### config.mk
export PLATFORM = sky130hd
export DESIGN_NAME = dsp_host_sequencer
export DESIGN_NICKNAME = d
export VERILOG_FILES = /design/src/rtl/dsp_seq_pkg.sv /design/src/rtl/dsp_host_sequencer_packer.sv /design/src/rtl/dsp_host_sequencer.sv
export SDC_FILE = /design/constraint.sdc
export NUM_CORES = 1
export LEC_CHECK = 0
export BUFFER_PORTS_ARGS = -buffer_cell sky130_fd_sc_hd__buf_2
export CORE_UTILIZATION = 54
export DETAILED_ROUTE_END_ITERATION = 10
export PLACE_DENSITY_LB_ADDON = 0.05
export SETUP_SLACK_MARGIN = 0.5
export SLEW_MARGIN = 20
export SYNTH_ARGS = -nofsm -noshare
export SYNTH_HDL_FRONTEND = slang
export SYNTH_SLANG_ARGS = --single-unit
### constraint.sdc
create_clock -name CLK -period 2.5 [get_ports CLK]
set_input_delay 0.5 -clock CLK [delete_from_list [all_inputs] [get_ports CLK]]
set_output_delay 0.5 -clock CLK [all_outputs]
set_load 0.05 [all_outputs]
### src/rtl/dsp_seq_pkg.sv
// Shared definitions for the DSP host sequencer: FSM states and the
// single-byte protocol tokens exchanged with the host over UART_IF.
package dsp_seq_pkg;

  typedef enum logic [3:0] {
    ST_IDLE,
    ST_SEND_F,
    ST_WAIT_H,
    ST_SEND_A,
    ST_LOAD_COEF,
    ST_SEND_R,
    ST_LOAD_DATA,
    ST_SEND_I,
    ST_RUN_FIR,
    ST_RUN_FFT,
    ST_SEND_D
  } state_e;

  localparam logic [7:0] HS_REQ   = 8'h39;
  localparam logic [7:0] HS_ACK   = 8'h46;
  localparam logic [7:0] CF_REQ   = 8'h68;
  localparam logic [7:0] CF_ACK   = 8'h61;
  localparam logic [7:0] DT_ACK   = 8'h72;
  localparam logic [7:0] RUN_ACK  = 8'h69;
  localparam logic [7:0] DONE_ACK = 8'h44;

endpackage

### src/rtl/dsp_host_sequencer_packer.sv
// Assembles MSB-first byte pairs into 16-bit words and issues one write
// strobe per word, one cycle after the low byte, with a running word address.
module byte_word_packer #(
  parameter int AW = 6
) (
  input  logic          clk_i,
  input  logic          rst_ni,
  input  logic          clear_i,
  input  logic          valid_i,
  input  logic [7:0]    byte_i,
  input  logic [AW-1:0] last_idx_i,
  output logic          wen_o,
  output logic [AW-1:0] waddr_o,
  output logic [15:0]   wdata_o,
  output logic          last_o
);

  logic          phase_q;
  logic [7:0]    hi_q;
  logic [AW-1:0] cnt_q;
  logic          wen_q;
  logic          last_q;
  logic [AW-1:0] waddr_q;
  logic [15:0]   wdata_q;

  // Clear has priority so a discarded high byte never pairs with a later byte.
  always_ff @(posedge clk_i or negedge rst_ni) begin
    if (!rst_ni) begin
      phase_q <= 1'b0;
      hi_q    <= '0;
      cnt_q   <= '0;
      wen_q   <= 1'b0;
      last_q  <= 1'b0;
      waddr_q <= '0;
      wdata_q <= '0;
    end else begin
      wen_q  <= 1'b0;
      last_q <= 1'b0;
      if (clear_i) begin
        phase_q <= 1'b0;
        hi_q    <= '0;
        cnt_q   <= '0;
      end else if (valid_i) begin
        if (!phase_q) begin
          hi_q    <= byte_i;
          phase_q <= 1'b1;
        end else begin
          wen_q   <= 1'b1;
          wdata_q <= {hi_q, byte_i};
          waddr_q <= cnt_q;
          last_q  <= (cnt_q == last_idx_i);
          cnt_q   <= cnt_q + 1'b1;
          phase_q <= 1'b0;
        end
      end
    end
  end

  assign wen_o   = wen_q;
  assign waddr_o = waddr_q;
  assign wdata_o = wdata_q;
  assign last_o  = wen_q & last_q;

endmodule

### src/rtl/dsp_host_sequencer.sv
// Host command sequencer: runs the UART byte handshake, loads coefficient and
// sample buffers, then starts FIR and FFT in turn and reports completion.
module dsp_host_sequencer
  import dsp_seq_pkg::*;
#(
  parameter int NCOEF   = 64,
  parameter int NSAMP   = 1024,
  parameter int TIMEOUT = 65535
) (
  input  logic                     CLK,
  input  logic                     RESET_N,
  input  logic [7:0]               RX_DATA,
  input  logic                     RX_VALID,
  output logic [7:0]               TX_DATA,
  output logic                     TX_VALID,
  input  logic                     TX_READY,
  output logic                     COEF_WEN,
  output logic [$clog2(NCOEF)-1:0] COEF_WADDR,
  output logic [15:0]              COEF_WDATA,
  output logic                     DIN_WEN,
  output logic [$clog2(NSAMP)-1:0] DIN_WADDR,
  output logic [15:0]              DIN_WDATA,
  output logic                     FIR_START,
  input  logic                     FIR_DONE,
  output logic                     FFT_START,
  input  logic                     FFT_DONE,
  output logic                     BUSY,
  output logic                     ERR
);

  localparam int CW = $clog2(NCOEF);
  localparam int SW = $clog2(NSAMP);
  localparam int AW = (CW > SW) ? CW : SW;
  localparam int TW = $clog2(TIMEOUT + 1);

  state_e        state_q, state_d;
  logic [TW-1:0] tmo_q, tmo_d;
  logic          fir_start_q, fft_start_q;
  logic          in_load, entering_load, timeout_hit;
  logic          pk_wen, pk_last;
  logic [AW-1:0] pk_addr, last_idx;
  logic [15:0]   pk_data;

  assign in_load       = (state_q == ST_LOAD_COEF) || (state_q == ST_LOAD_DATA);
  assign entering_load = ((state_d == ST_LOAD_COEF) || (state_d == ST_LOAD_DATA)) &&
                         (state_d != state_q);
  // A byte arriving on the expiry cycle wins over the abort.
  assign timeout_hit   = in_load && !RX_VALID && (tmo_q == TW'(TIMEOUT - 1));
  assign last_idx      = (state_q == ST_LOAD_COEF) ? AW'(NCOEF - 1) : AW'(NSAMP - 1);

  byte_word_packer #(.AW(AW)) u_packer (
    .clk_i      (CLK),
    .rst_ni     (RESET_N),
    .clear_i    (timeout_hit | entering_load),
    .valid_i    (RX_VALID & in_load),
    .byte_i     (RX_DATA),
    .last_idx_i (last_idx),
    .wen_o      (pk_wen),
    .waddr_o    (pk_addr),
    .wdata_o    (pk_data),
    .last_o     (pk_last)
  );

  always_comb begin
    state_d  = state_q;
    TX_VALID = 1'b0;
    TX_DATA  = 8'h00;
    case (state_q)
      ST_IDLE:      if (RX_VALID && RX_DATA == HS_REQ) state_d = ST_SEND_F;
      ST_SEND_F: begin
        TX_VALID = 1'b1;
        TX_DATA  = HS_ACK;
        if (TX_READY) state_d = ST_WAIT_H;
      end
      ST_WAIT_H:    if (RX_VALID && RX_DATA == CF_REQ) state_d = ST_SEND_A;
      ST_SEND_A: begin
        TX_VALID = 1'b1;
        TX_DATA  = CF_ACK;
        if (TX_READY) state_d = ST_LOAD_COEF;
      end
      ST_LOAD_COEF: begin
        if (timeout_hit)  state_d = ST_IDLE;
        else if (pk_last) state_d = ST_SEND_R;
      end
      ST_SEND_R: begin
        TX_VALID = 1'b1;
        TX_DATA  = DT_ACK;
        if (TX_READY) state_d = ST_LOAD_DATA;
      end
      ST_LOAD_DATA: begin
        if (timeout_hit)  state_d = ST_IDLE;
        else if (pk_last) state_d = ST_SEND_I;
      end
      ST_SEND_I: begin
        TX_VALID = 1'b1;
        TX_DATA  = RUN_ACK;
        if (TX_READY) state_d = ST_RUN_FIR;
      end
      // Done inputs are ignored during the start cycle itself.
      ST_RUN_FIR:   if (!fir_start_q && FIR_DONE) state_d = ST_RUN_FFT;
      ST_RUN_FFT:   if (!fft_start_q && FFT_DONE) state_d = ST_SEND_D;
      ST_SEND_D: begin
        TX_VALID = 1'b1;
        TX_DATA  = DONE_ACK;
        if (TX_READY) state_d = ST_IDLE;
      end
      default:      state_d = ST_IDLE;
    endcase
  end

  always_comb begin
    tmo_d = tmo_q + 1'b1;
    if (!in_load || RX_VALID || state_d != state_q) tmo_d = '0;
  end

  always_ff @(posedge CLK or negedge RESET_N) begin
    if (!RESET_N) begin
      state_q     <= ST_IDLE;
      tmo_q       <= '0;
      fir_start_q <= 1'b0;
      fft_start_q <= 1'b0;
    end else begin
      state_q     <= state_d;
      tmo_q       <= tmo_d;
      fir_start_q <= (state_d == ST_RUN_FIR) && (state_q != ST_RUN_FIR);
      fft_start_q <= (state_d == ST_RUN_FFT) && (state_q != ST_RUN_FFT);
    end
  end

  assign COEF_WEN   = pk_wen && (state_q == ST_LOAD_COEF);
  assign COEF_WADDR = CW'(pk_addr);
  assign COEF_WDATA = pk_data;
  assign DIN_WEN    = pk_wen && (state_q == ST_LOAD_DATA);
  assign DIN_WADDR  = SW'(pk_addr);
  assign DIN_WDATA  = pk_data;
  assign FIR_START  = fir_start_q;
  assign FFT_START  = fft_start_q;
  assign BUSY       = (state_q != ST_IDLE);
  assign ERR        = timeout_hit;

endmodule

==> results of run 1 <==
-- registers in the layout (all words and copies together) (netlist names) --
signal and count:
u_packer.wdata_o 16, u_packer.wen_o 1, FFT_START 1, u_packer.waddr_o 10, u_packer.last_q 1, tmo_q 16, u_packer.hi_q 8, FIR_START 1
u_packer.cnt_q 10, state_q 4, u_packer.phase_q 1
-- critical path, stage by stage (launching register included) --
cell	delay [ps]
dfrtp_2	430
nand4_4	150
or3_4	420
nor3_4	220
buf_6	190
-- cell families after synthesis --
logic type	count (synthesis)	synth area share
other cells	1	0.00110
xor+xnor	25	0.0640
fa+ha+maj	3	0.0110
flops	69	0.505
buf+inv	44	0.0775
compound gates	15	0.0359
mux	36	0.115
simple gates	126	0.191
-- path summary, 6_finish.rpt --
kind                                       endpoint  slack, ps  cells after the start
worst max-delay path                            ERR        260                      4
min in group CLK                u_packer.wdata_o[7]        420                      2
worst min register to register  u_packer.waddr_o[6]        510                      1
max in group asynchronous                  tmo_q[0]       1820                      2
worst max register to register    u_packer.cnt_q[8]        590                      6
worst min-delay path            u_packer.wdata_o[7]        100                      1
-- metrics by stage --
| step | util | power [W] | instance area, sq um |
|---|---|---|---|
| finish | 0.730 | 0.00469 | 4400 |
| global route | 0.730 | 0.00491 | 4400 |
| CTS | 0.712 | 0.00468 | 4290 |
| detailed placement | 0.632 | 0.00354 | 3810 |
| global placement | 0.632 | 0.00351 | 3810 |
| floorplan | - | 0.00328 | 3470 |
-- per-layer routing --
metal / vias up / global-route usage / wire, um
li1: 1249 / - / -
met2: 66 / 0.372 / 3450
met4: 0 / 0.0842 / 95
met3: 11 / 0.0367 / 249
met5: - / 0 / 0
met1: 1263 / 0.284 / 3260
-- cell usage in the layout (no fill, tap or decap), types with 5 or more instances in the layout --
master | netlist | layout
nor2b_1 | 5 | 5
xnor2_1 | 21 | 21
nand4_1 | 5 | 5
nand3_1 | 10 | 9
inv_1 | 6 | 5
buf_2 | 5 | 67
buf_6 | 1 | 11
dfrtp_2 | 0 | 5
clkbuf_8 | 0 | 9
buf_4 | 23 | 23
nand2_1 | 13 | 10
nor4_1 | 10 | 9
dfrtp_1 | 69 | 64
mux2_2 | 26 | 26
nor2_1 | 46 | 45
nor3_1 | 12 | 10
mux2i_1 | 10 | 10
-- power by group through the flow --
stage	combinational [W]	clock [W]	sequential, W
after floorplan	0.00120	0	0.00208
after global placement	0.00200	0	0.00151
after detailed placement	0.00201	0	0.00152
after CTS	0.00214	0.00103	0.00150
after global routing	0.00228	0.00108	0.00154
final	0.00217	0.00102	0.00150
-- layout make-up --
| type | instances | area [sq um] |
|---|---|---|
| Clock buffer | 9 | 124 |
| Fill cell | 435 | 1620 |
| Inverter | 6 | 22.5 |
| Tap cell | 75 | 93.8 |
| Timing Repair Buffer | 108 | 752 |
| Multi-Input combinational cell | 206 | 1580 |
| Clock inverter | 7 | 98.8 |
| Sequential cell | 69 | 1730 |
-- timing repair --
item                       CTS  global route
pin swaps                    7             7
setup buffers               16             5
resized for setup           39            18
hold buffers                 0             0
cloned                       0             0
setup endpoints to repair   28            33
==> summary.txt, run 1 <==
Power
  – Reg power frac: 0.320
  – Clock power share: 0.218
  – Internal: 0.00252 W
  – Maximum vdd drop: around 0.8 mV
  – PwrDens: approximately 1100 nW/um^2
  – Sw Share: 0.462
  – Net Switching: roughly 0.0022 W
  – Comb power frac: 0.462
  – Leakage: about 2.2 nW

Synthesis
  – FF+latch count, synth: 69
  – Synth warn: 0
  – Post-synthesis cell area: ~3400 sq um
  – Mapped Cells: around 320
  – Post-synth top cells: 69 x dfrtp_1, 46 x nor2_1, 26 x mux2_2
  – Asr flop ratio synth: 1.00
  – Dominant cell type by area after synthesis: dfrtp_1
  – Synth top area cells: dfrtp_1 50%, mux2_2 8.6%, xnor2_1 5.4%, buf_4 5.0%, nor2_1 5.0%
  – Post-Syn Nets: between 300 and 400
  – Count leader, synth: dfrtp_1
  – Syn Area/Cell: ~11 sq um
  – Synth top area share: 0.505
  – EDFF count, synth: 0
  – Most common flop cell mapped by yosys: dfrtp_1
  – Distinct cells, synth: 44
  – Sequential share of the synthesized area: 0.505

STA
  – WHS: ~100 ps
  – Final min period: 2240 ps
  – Crit share post-route: 0.897
  – Max Fclk: between 0.4 and 0.5 GHz
  – Worst Clk Skew: between 10 and 15 ps
  – Max-slew violations: 0
  – Final Worst Setup Slack: 258 ps
  – Setup TNS: 0 ps
  – Final Hold Viols: 0
  – RSZ-0062 raised after global routing: yes
  – Setup violations, final: 0

Status
  – Outcome: finished clean

Clock network
  – CTS sink count: 69
  – Clk Latency, worst-skew pair: ~340 ps
  – Clock Tree Buf Depth: 2
  – Clk slew on worst S/H paths: 80 ps
  – Total CTS buffers: 9
  – H-Tree Depth: 3
  – Clock root buffer: clkbuf_8
  – CTS tree: yes

Critical path
  – Crit end category: primary output
  – CP Launch Type: flop
  – Critical-path maximum fanout: 7
  – Type of the worst setup path: reg2out
  – Worst r2r src: state_q[0]
  – CP arrival: 1740 ps
  – Critical Path RT: ~2000 ps
  – Crit. Startpoint: tmo_q[6]

Global route
  – Total GRT Usage: 0.221
  – Largest net degree at the start of global routing: 39
  – First-pass GRT wire length: ~11000 um
  – Initial antenna violation count: 0
  – Vias in the first global route: between 2000 and 2500
  – Global route overflow: 0

Floorplanning
  – Die Span Y: ~82 um
  – Initial core utilization: 0.568
  – Die width: roughly 82 um
  – Core area: 6030 sq um
  – IO Pins: 77
  – Row Count: 28
  – Die footprint: 6660 sq um

Routing
  – Final ANT Viol Nets: 0
  – Iter 0 DRT Violations: 121
  – TritonRoute pass-1 iters: 4
  – Wire per inst: 14.7 um
  – Via count: approximately 2600
  – Routed WL: roughly 7000 um
  – Via/cell ratio: approximately 5.4
  – DRC Markers: 0

Run
  – Max Cap Viol: 0

Layout
  – Area growth, synth to finish: 28.7%
  – Nets: approximately 420
  – Layout cells sized above 1: 0.452
  – Non-filler cells, final: 480
  – Diodes inserted: 0

Min path
  – Hold WC Path Type: in2async

Place
  – Placed cells: ~440
  – Hpwl dp: 4540 um
  – I/O Buffers: 75
  – Post-place setup slack: approximately 330 ps
  – Final GP Congestion: 0.818
Power figures use the tool's default switching activity.
==> run 2, diff against run 1 <==
--- a/config.mk
+++ b/config.mk
@@ -6,9 +6,11 @@
 export NUM_CORES = 1
 export LEC_CHECK = 0
 export BUFFER_PORTS_ARGS = -buffer_cell sky130_fd_sc_hd__buf_2
-export CORE_UTILIZATION = 54
+export CORE_UTILIZATION = 56
+export CTS_BUF_LIST = sky130_fd_sc_hd__clkbuf_8
 export DETAILED_ROUTE_END_ITERATION = 10
-export PLACE_DENSITY_LB_ADDON = 0.05
+export PLACE_DENSITY = 0.91
+export RECOVER_POWER = 100
 export SETUP_SLACK_MARGIN = 0.5
 export SLEW_MARGIN = 20
 export SYNTH_ARGS = -nofsm -noshare
==> summary.txt, run 2 (same netlist as run 1, synthesis figures left out) <==
Status
  – Outcome: complete, but fails checks (was finished clean)
  – Failing checks: max-capacitance violations, max-slew violations

Floorplanning
  – IO Pins: 77 (unchanged)
  – Row Count: 28 (unchanged)
  – Die Span Y: 80.2 um (was 81.6 um)
  – Core area: 5920 sq um (was 6030 sq um)
  – Initial core utilization: 0.578 (was 0.568)
  – Die width: 80.2 um (was 81.6 um)
  – Die footprint: 6420 sq um (was 6660 sq um)

Critical path
  – Critical-path maximum fanout: 6 (was 7)
  – Critical Path RT: 2000 ps (about the same)
  – Cell family with most CP delay: buffers and inverters (was simple AND/OR/NAND/NOR gates)
  – Worst r2r dst: u_packer.wdata_o[14] (was u_packer.cnt_q[8])
  – CP arrival: 1880 ps (was 1740 ps)
  – Crit. Startpoint: state_q[2] (was tmo_q[6])
  – Crit end category: primary output (unchanged)
  – Slowest-stage cell, CP: dfrtp_1 (was dfrtp_2)
  – CP Launch Type: flop (unchanged)
  – Crit path largest cell delay: 370 ps (was 430 ps)
  – Worst Path Buf+Inv: 2 (was 1)
  – Reg2Reg Depth: 6 (unchanged)
  – Type of the worst setup path: reg2out (unchanged)
  – R2R Setup Slk: 210 ps (was 590 ps)
  – Worst r2r src: state_q[3] (was state_q[0])
  – Crit path cell chain: clkbuf_1 > nand2b_4 > o22ai_1 > clkbuf_2 (was nand4_4 > or3_4 > nor3_4 > buf_6)

Global route
  – Initial antenna violation count: 0 (unchanged)
  – First-pass GRT wire length: 13200 um (was 11000 um)
  – Total GRT Usage: 0.273 (was 0.221)
  – Global route overflow: 0 (unchanged)
  – Largest net degree at the start of global routing: 41 (was 39)
  – Vias in the first global route: 2781 (was 2363)

Layout
  – Final core utilization: 0.704 (was 0.730)
  – Filler cell count: 447 (was 435)
  – Layout cells sized above 1: 0.276 (was 0.452)
  – Commonest non-fill, non-tap cells in the layout: 65 x dfrtp_1, 61 x clkbuf_1, 44 x nor2_1 (was 67 x buf_2, 64 x dfrtp_1, 45 x nor2_1)
  – Most common cell after layout, fill and taps aside: dfrtp_1 (was buf_2)
  – Diodes inserted: 0 (unchanged)
  – Area growth, synth to finish: 21.8% (was 28.7%)
  – Nets: 420 (was 417)

STA
  – Max-slew violations: 30 (was 0)
  – Setup TNS: 0 ps (unchanged)
  – Setup violations, final: 0 (unchanged)
  – Final Hold Viols: 0 (unchanged)
  – Worst Clk Skew: 18.7 ps (was 12.5 ps)
  – Final min period: 2380 ps (was 2240 ps)
  – Max Fclk: 0.420 GHz (was 0.446 GHz)
  – Slew HR: -0.0590
  – Worst-margin pin slew: approximately 1600 ps
  – RSZ-0062 raised after global routing: yes (unchanged)
  – Crit share post-route: 0.953 (was 0.897)

Min path
  – Hold WC Path Type: in2reg (was in2async)
  – Hold path startpoint: FIR_DONE
  – Worst Hold Depth: 3
  – Hold path endpoint: FFT_START

Clock network
  – CTS tree: yes (unchanged)
  – Clock root buffer: clkbuf_8 (unchanged)
  – Clk Latency, worst-skew pair: 350 ps (was 340 ps)
  – Total CTS buffers: 9 (unchanged)
  – Hold-fix buffers at CTS: 0 (unchanged)
  – H-Tree Depth: 3 (unchanged)
  – Clk slew on worst S/H paths: 90 ps (was 80 ps)
  – CTS sink count: 69 (unchanged)
  – Clock Tree Buf Depth: 2 (unchanged)

Run
  – Max Cap Viol: 1 (was 0)

Routing
  – DRC Markers: 0 (unchanged)
  – Via/cell ratio: 5.95 (was 5.39)
  – Via count: 2860 (was 2589)
  – TritonRoute pass-1 iters: 4 (unchanged)
  – Routed WL: 8910 um (was 7060 um)
  – Wire per inst: 18.5 um (was 14.7 um)
  – Iter 0 DRT Violations: 273 (was 121)
  – Final ANT Viol Nets: 0 (unchanged)

Place
  – Hpwl dp: 4880 um (was 4540 um)
  – Final GP Congestion: 0.865 (was 0.818)
  – I/O Buffers: 75 (unchanged)

Power
  – Maximum vdd drop: 0.779 mV (was 0.802 mV)
  – Leakage: 1.88 nW (was 2.16 nW)
  – PwrDens: 1060 nW/um^2 (was 1070 nW/um^2)
==> run 2: layout make-up <==
class	count	area, sq um	share of cell area
Sequential cell	69	1730	0.416
Multi-Input combinational cell	206	1530	0.367
Timing Repair Buffer	111	622	0.149
Clock buffer	11	151	0.0363
Tap cell	75	93.8	0.0225
Inverter	6	22.5	0.00541
Clock inverter	3	15.0	0.00360
==> run 2: timing repair <==
action	in CTS	in global routing
pin swaps	7	4
gates cloned	0	0
hold endpoints to repair	0	0
resized for setup	39	16
buffers inserted	20	7
endpoints found under the setup margin	35	64
==> run 2: worst max path at each step <==
stage | end | slack [ps] | cells past startpoint
global route | u_packer.cnt_q[7] | 110 | 6
floorplan | ERR | 440 | 6
CTS | ERR | 300 | 6
finish | TX_DATA[5] | 120 | 4
detailed placement | ERR | 360 | 4
global placement | ERR | 410 | 4
==> run 2: per-stage QoR <==
stage	hold slack, ps	total power (W)	setup slack [ps]	instance area [sq um]	instances
floorplan	204	0.00328	441	3470	319
global placement	487	0.00350	406	3780	440
detailed placement	492	0.00355	357	3780	440
CTS	213	0.00444	298	4220	474
global route	433	0.00458	113	4170	481
finish	428	0.00441	119	4170	481
==> run 2: power breakdown <==
group          switching [W]  internal [W]
combinational        0.00158      0.000489
clock               0.000407      0.000397
sequential          0.000188       0.00134
total                0.00218       0.00223
==> run 2: per-layer routing <==
| metal | global-route usage | wire [um] |
|---|---|---|
| met1 | 0.311 | 3350 |
| met2 | 0.469 | 4500 |
| met3 | 0.0625 | 604 |
| met4 | 0.159 | 450 |
| met5 | 0 | 0 |
==> run 2: worst reg2reg max path, delay by kind of cell (launching register included) <==
family | cells | cell delay [ps]
buffers and inverters | 3 | 680
and+or+nand+nor | 2 | 650
DFF | 1 | 440
muxes | 1 | 390
